$ cat src/rtl/fir_pkg.sv
// Shared types and constants for the time-multiplexed FIR filter.
// Output clamping via to_out() is enabled by defining FIR_SAT_EN.
package fir_pkg;

  typedef enum logic [1:0] {
    IDLE,
    MAC,
    DONE
  } state_t;

  localparam int DW = 16;
  localparam int PW = 32;
  localparam int OW = 18;
  localparam int AW = 22;

  localparam logic signed [AW-1:0] SAT_MAX = 22'sd131071;
  localparam logic signed [AW-1:0] SAT_MIN = -22'sd131072;

  function automatic logic [OW-1:0] to_out(
    input logic signed [AW-1:0] acc
  );
`ifdef FIR_SAT_EN
    if (acc > SAT_MAX)
      return SAT_MAX[OW-1:0];
    else if (acc < SAT_MIN)
      return SAT_MIN[OW-1:0];
    else
      return acc[OW-1:0];
`else
    return acc[OW-1:0];
`endif
  endfunction

endpackage

$ cat src/rtl/fir_mac_unit.sv
// Q15 multiply-and-truncate: h*x, keep bits [30:15], sign-extend to 22.
// Ports: h, x (signed Q1.15 in), p (signed 22-bit product term out).
module fir_mac_unit
  import fir_pkg::*;
(
  input  logic signed [DW-1:0] h,
  input  logic signed [DW-1:0] x,
  output logic signed [AW-1:0] p
);

  logic signed [PW-1:0] prod;
  logic unused_bits;

  assign prod = h * x;
  assign p = {{(AW-16){prod[30]}}, prod[30:15]};
  assign unused_bits = ^{prod[31], prod[14:0]};

endmodule

$ cat src/rtl/fir_mac_sched.sv
// NTAPS-tap FIR, one shared multiplier, one tap per cycle (IDLE/MAC/DONE).
// Ports: clk, i_rst (sync, active-low), i_x/i_valid/o_ready sample in,
// o_y/o_valid/i_ready result out, i_coef_we/i_coef_addr/i_coef_data
// coefficient write port, o_coef_err reject pulse.
// Define FIR_SAT_EN to saturate o_y instead of wrapping.
module fir_mac_sched
  import fir_pkg::*;
#(
  parameter int NTAPS = 4
) (
  input  logic        clk,
  input  logic        i_rst,
  input  logic [15:0] i_x,
  input  logic        i_valid,
  output logic        o_ready,
  output logic [17:0] o_y,
  output logic        o_valid,
  input  logic        i_ready,
  input  logic        i_coef_we,
  input  logic [3:0]  i_coef_addr,
  input  logic [15:0] i_coef_data,
  output logic        o_coef_err
);

  localparam int IW = (NTAPS > 1) ? $clog2(NTAPS) : 1;
  localparam int KL = NTAPS - 1;
  localparam logic [IW-1:0] KLAST = KL[IW-1:0];
  localparam logic [IW:0] NTW = NTAPS[IW:0];
  localparam logic [4:0] NT5 = NTAPS[4:0];

  state_t state, nxt;

  logic [IW-1:0] k;
  logic [IW-1:0] head;
  logic [IW-1:0] idx;
  logic [IW:0] idx_w;
  logic signed [AW-1:0] acc;
  logic signed [AW-1:0] prod;
  logic signed [DW-1:0] dl [NTAPS];
  logic signed [DW-1:0] coef [NTAPS];
  logic addr_ok;
  logic coef_err;
  logic unused_idx;

  // x[n-k] lives at (head-k) mod NTAPS
  assign idx_w = (head >= k)
    ? {1'b0, head} - {1'b0, k}
    : {1'b0, head} + NTW - {1'b0, k};
  assign idx = idx_w[IW-1:0];
  assign unused_idx = idx_w[IW];

  assign addr_ok = ({1'b0, i_coef_addr} < NT5);

  fir_mac_unit u_mac (
    .h (coef[k]),
    .x (dl[idx]),
    .p (prod)
  );

  always_ff @(posedge clk) begin
    if (!i_rst)
      state <= IDLE;
    else
      state <= nxt;
  end

  always_comb begin
    nxt = state;
    unique case (state)
      IDLE: if (i_valid) nxt = MAC;
      MAC:  if (k == KLAST) nxt = DONE;
      DONE: if (i_ready) nxt = IDLE;
      default: nxt = IDLE;
    endcase
  end

  always_comb begin
    o_ready = (state == IDLE);
    o_valid = (state == DONE);
  end

  // Coefficient write lands on the same edge a sample is accepted,
  // so the first MAC cycle already reads the new value.
  always_ff @(posedge clk) begin
    if (!i_rst) begin
      acc <= '0;
      k <= '0;
      head <= '0;
      coef_err <= 1'b0;
      for (int i = 0; i < NTAPS; i++) begin
        dl[i] <= '0;
        coef[i] <= '0;
      end
    end else begin
      coef_err <= i_coef_we && ((state != IDLE) || !addr_ok);
      if (i_coef_we && (state == IDLE) && addr_ok)
        coef[i_coef_addr[IW-1:0]] <= i_coef_data;
      unique case (state)
        IDLE: begin
          if (i_valid) begin
            dl[head] <= i_x;
            acc <= '0;
            k <= '0;
          end
        end
        MAC: begin
          acc <= acc + prod;
          if (k == KLAST) begin
            k <= '0;
            head <= (head == KLAST) ? '0 : head + 1'b1;
          end else begin
            k <= k + 1'b1;
          end
        end
        DONE: ;
        default: ;
      endcase
    end
  end

  assign o_y = to_out(acc);
  assign o_coef_err = coef_err;

endmodule
$ cat config.mk
export PLATFORM = sky130hd
export DESIGN_NAME = fir_mac_sched
export DESIGN_NICKNAME = d
export VERILOG_FILES = /design/src/rtl/fir_pkg.sv /design/src/rtl/fir_mac_unit.sv /design/src/rtl/fir_mac_sched.sv
export SDC_FILE = /design/constraint.sdc
export NUM_CORES = 1
export LEC_CHECK = 0
export CORE_ASPECT_RATIO = 1.5
export CORE_MARGIN = 3
export CORE_UTILIZATION = 45
export CTS_BUF_LIST = sky130_fd_sc_hd__clkbuf_8
export CTS_CLUSTER_SIZE = 24
export DETAILED_ROUTE_END_ITERATION = 12
export PLACE_DENSITY = 0.59
export RECOVER_POWER = 100
export REMOVE_ABC_BUFFERS = 1
export SYNTH_ARGS = -nofsm -noshare
export SYNTH_HDL_FRONTEND = slang
export SYNTH_SLANG_ARGS = --single-unit
$ cat constraint.sdc
create_clock -name clk -period 12.1 [get_ports clk]
set_clock_uncertainty 0.1 [all_clocks]
set_input_delay 3.025 -clock clk [delete_from_list [all_inputs] [get_ports clk]]
set_output_delay 3.025 -clock clk [all_outputs]
set_load 0.01 [all_outputs]
==> flow_metrics.tcl <==
set metrics [dict create \
    status "completed" \
    finalSetupTns_ns 0 \
    synth.distinct_cells 56 \
    wire_per_inst_um 18.4 \
    crit_required_ns 12.40 \
    rows 85 \
    criticalPathCategory "reg -> reg" \
    hold_viol 0 \
    die_w_um 163 \
    clock-sinks 155 \
    yosysWarnings 0 \
    min_to "acc[10]" \
    maxSlewViolCount 0 \
    pin_count 62 \
    dp_hpwl_mm 31.1 \
    worstMarginPinSlew_ns 1.43 \
    synth_top_family_by_area "adder cells" \
    start_kind "flip-flop" \
    ys_seq_elements 155 \
    clk_pin_slew_ns 0.10 \
    hold_depth 2 \
    place_congestion 0.882 \
    syn_area_um2 16700 \
    grt.overflow.total 0 \
    critPathTopFamily "adder cells" \
    synth_edf_count 128 \
    cts_resized 0 \
    grt_max_degree 34 \
    synth_top_area_cell "fa_1" \
    grt_usage_pct 21.7 \
    core_um2 36300 \
    drt_first_pass_iters 4 \
    cts_buffers 17 \
    clockBufferDepth 2 \
    die_y_um 242 \
    reg2reg_from "head[0]" \
    dieArea_um2 39500 \
    synth_cells 1611 \
    yosysTopAreaCellShare_pct 30.7 \
    synth_compound_area_share_pct 5.26 \
    synth-simple-area-share_pct 15.4 \
    maxSlewHeadroom_pct 4.57 \
    period_needed_ns 10.57 \
    ant_nets 0 \
    drive_gt1_share_pct 5.51 \
    fill_cells 3397 \
    start_util_pct 46.0 \
    synthXorXnorAreaFrac_pct 2.29 \
    seq_area_frac_synth_pct 26.3 \
    crit_path_end_kind "flip-flop" \
    via_count 11190 \
    synthAdderAreaFrac_pct 38.0 \
    drt_wl_total_mm 39.6 \
    port_buffers 61 \
    antenna_found_initial 1 \
    grt_pass1_vias 12608 \
    period_share_pct 87.4 \
    vias_per_cell 5.21 \
    drt-initial-drc-count 532 \
    drc_errors 0 \
    cts_tree "yes" \
    slowest_stage "xnor3_1" \
    area_growth_syn_to_layout_pct 9.07 \
    h-tree-depth 4 \
    arrival_ns 10.87 \
    r2r_slack_ns 1.53 \
    synth.area.top_cells "fa_1 (31%), edfxtp_1 (23%), ha_1 (7.3%)" \
    grt_pass1_wl_mm 65.5 \
    hp-start "acc[10]" \
    clock_latency_ns 0.48 \
    drv_cap 0 \
    crit_top_cell "fa_1" \
    async_flop_share_pct 0 \
    critPathBufInv 6 \
    synth_area_per_cell_um2 10.4 \
    hold_ws_ns 0.409 \
    fin_nets 2051 \
    r2r_end "acc[17]" \
    cpPeakStageDelay_ns 1.17 \
    finalSetupViolCount 0 \
    r2r_cells 36 \
    fmax_ghz 0.0946 \
    post_cts_buffers 0 \
    synth.area.mux_share_pct 4.81 \
    worstHoldPathType "reg -> reg" \
    synthFlopType "edfxtp_1" \
    cp_num_cells 36 \
    postCtsHoldBufs 0 \
    path_max_fanout 25 \
    cts-root-buf "clkbuf_8" \
    rsz0062_at_grt "no" \
]
final cells by class:
cell class	count	area (µm²)	share of cell area (%)
inverters	293	1100	6.06
clock buffers	17	234	1.29
repair buffers	86	764	4.20
diodes	1	2.50	0.0138
well taps	478	598	3.29
clock inverters	14	153	0.839
multi-input cells	1104	11000	60.2
flip-flops and latches	155	4380	24.1
stage by stage:
stage	instances	setup slack [ns]	instance area, µm²	util [%]
6_report	2148	1.53	18200	50.2
3_5_place_dp	2116	2.05	17900	49.2
5_1_grt	2148	0.692	18200	50.2
3_3_place_gp	2116	2.15	17900	49.2
4_1_cts	2147	2.02	18200	50.3
2_1_floorplan	1552	2.44	16500	-
layout by cell type (no fill, tap or decap), types with 16 or more instances in the layout:
master / instances
nor2_1: 100
and2_1: 92
a21oi_1: 30
o21ai_0: 18
clkbuf_8: 17
xnor2_1: 27
edfxtp_1: 128
and2_0: 77
nand3_1: 16
a22oi_1: 16
clkdlybuf4s50_1: 39
fa_1: 256
mux2_2: 20
dlygate4sd3_1: 22
ha_1: 97
nor2b_1: 28
dfxtp_1: 27
inv_1: 292
nand2_1: 168
mux2i_1: 27
buf_4: 16
worst reg2reg max path, delay by kind of cell, from the launching register on:
kind                       cells  cell delay, ns
adders and majority gates      9            3.77
xor gates and xnor gates       2            1.26
and+or+nand+nor                5            1.12
muxes                          1            0.45
DFF                            1            0.44
buffers and inverters          6            0.54
AOI/OAI and AO/OA             13            2.82
layer usage:
| layer | global-route usage [%] | wire length, µm |
|---|---|---|
| met3 | 2.86 | 1410 |
| met1 | 23.7 | 14400 |
| met5 | 0 | 0 |
| met2 | 40.2 | 21600 |
| met4 | 11.0 | 2220 |
cells by family after synthesis:
family / count (synthesis)
AND/OR/NAND/NOR: 516
adder cells (fa/ha/maj): 353
buffers and inverters: 352
flip-flops: 155
AO/OA/AOI/OAI: 132
multiplexers: 61
XOR/XNOR: 42
Yosys cell counts (5+ instances only):
| master | count |
|---|---|
| clkbuf_1 | 50 |
| nand3_1 | 16 |
| nor3_1 | 7 |
| o21ai_1 | 10 |
| a21oi_1 | 30 |
| and3_1 | 6 |
| nor2b_1 | 28 |
| nor2_1 | 100 |
| ha_1 | 97 |
| o21ai_0 | 19 |
| a21o_1 | 15 |
| nand2b_1 | 10 |
| buf_1 | 6 |
| a22oi_1 | 16 |
| mux2_2 | 20 |
| mux2i_1 | 27 |
| xnor2_1 | 27 |
| edfxtp_1 | 128 |
| o21bai_1 | 5 |
| xor2_1 | 14 |
| mux4_2 | 13 |
| fa_1 | 256 |
| nand2_1 | 168 |
| inv_1 | 292 |
| dfxtp_1 | 27 |
| and2_1 | 168 |
| o21a_1 | 15 |
worst max-delay path by stage:
stage / startpoint / to / slack (ns)
global placement: head[0] / acc[17] / 2.15
CTS: head[0] / acc[17] / 2.02
floorplan: head[0] / acc[17] / 2.44
detailed placement: head[0] / acc[17] / 2.05
finish: head[0] / acc[17] / 1.53
global route: head[0] / acc[17] / 0.69
flip-flops by register name (all words and copies together) (netlist names), named ones only:
name	cells
o_coef_err	1
dl	64
k	2
acc	18
coef	64
state	2
head	2
Power is not shown: default switching activity piles up to over one toggle a cycle in this logic, so the estimate is an artifact.
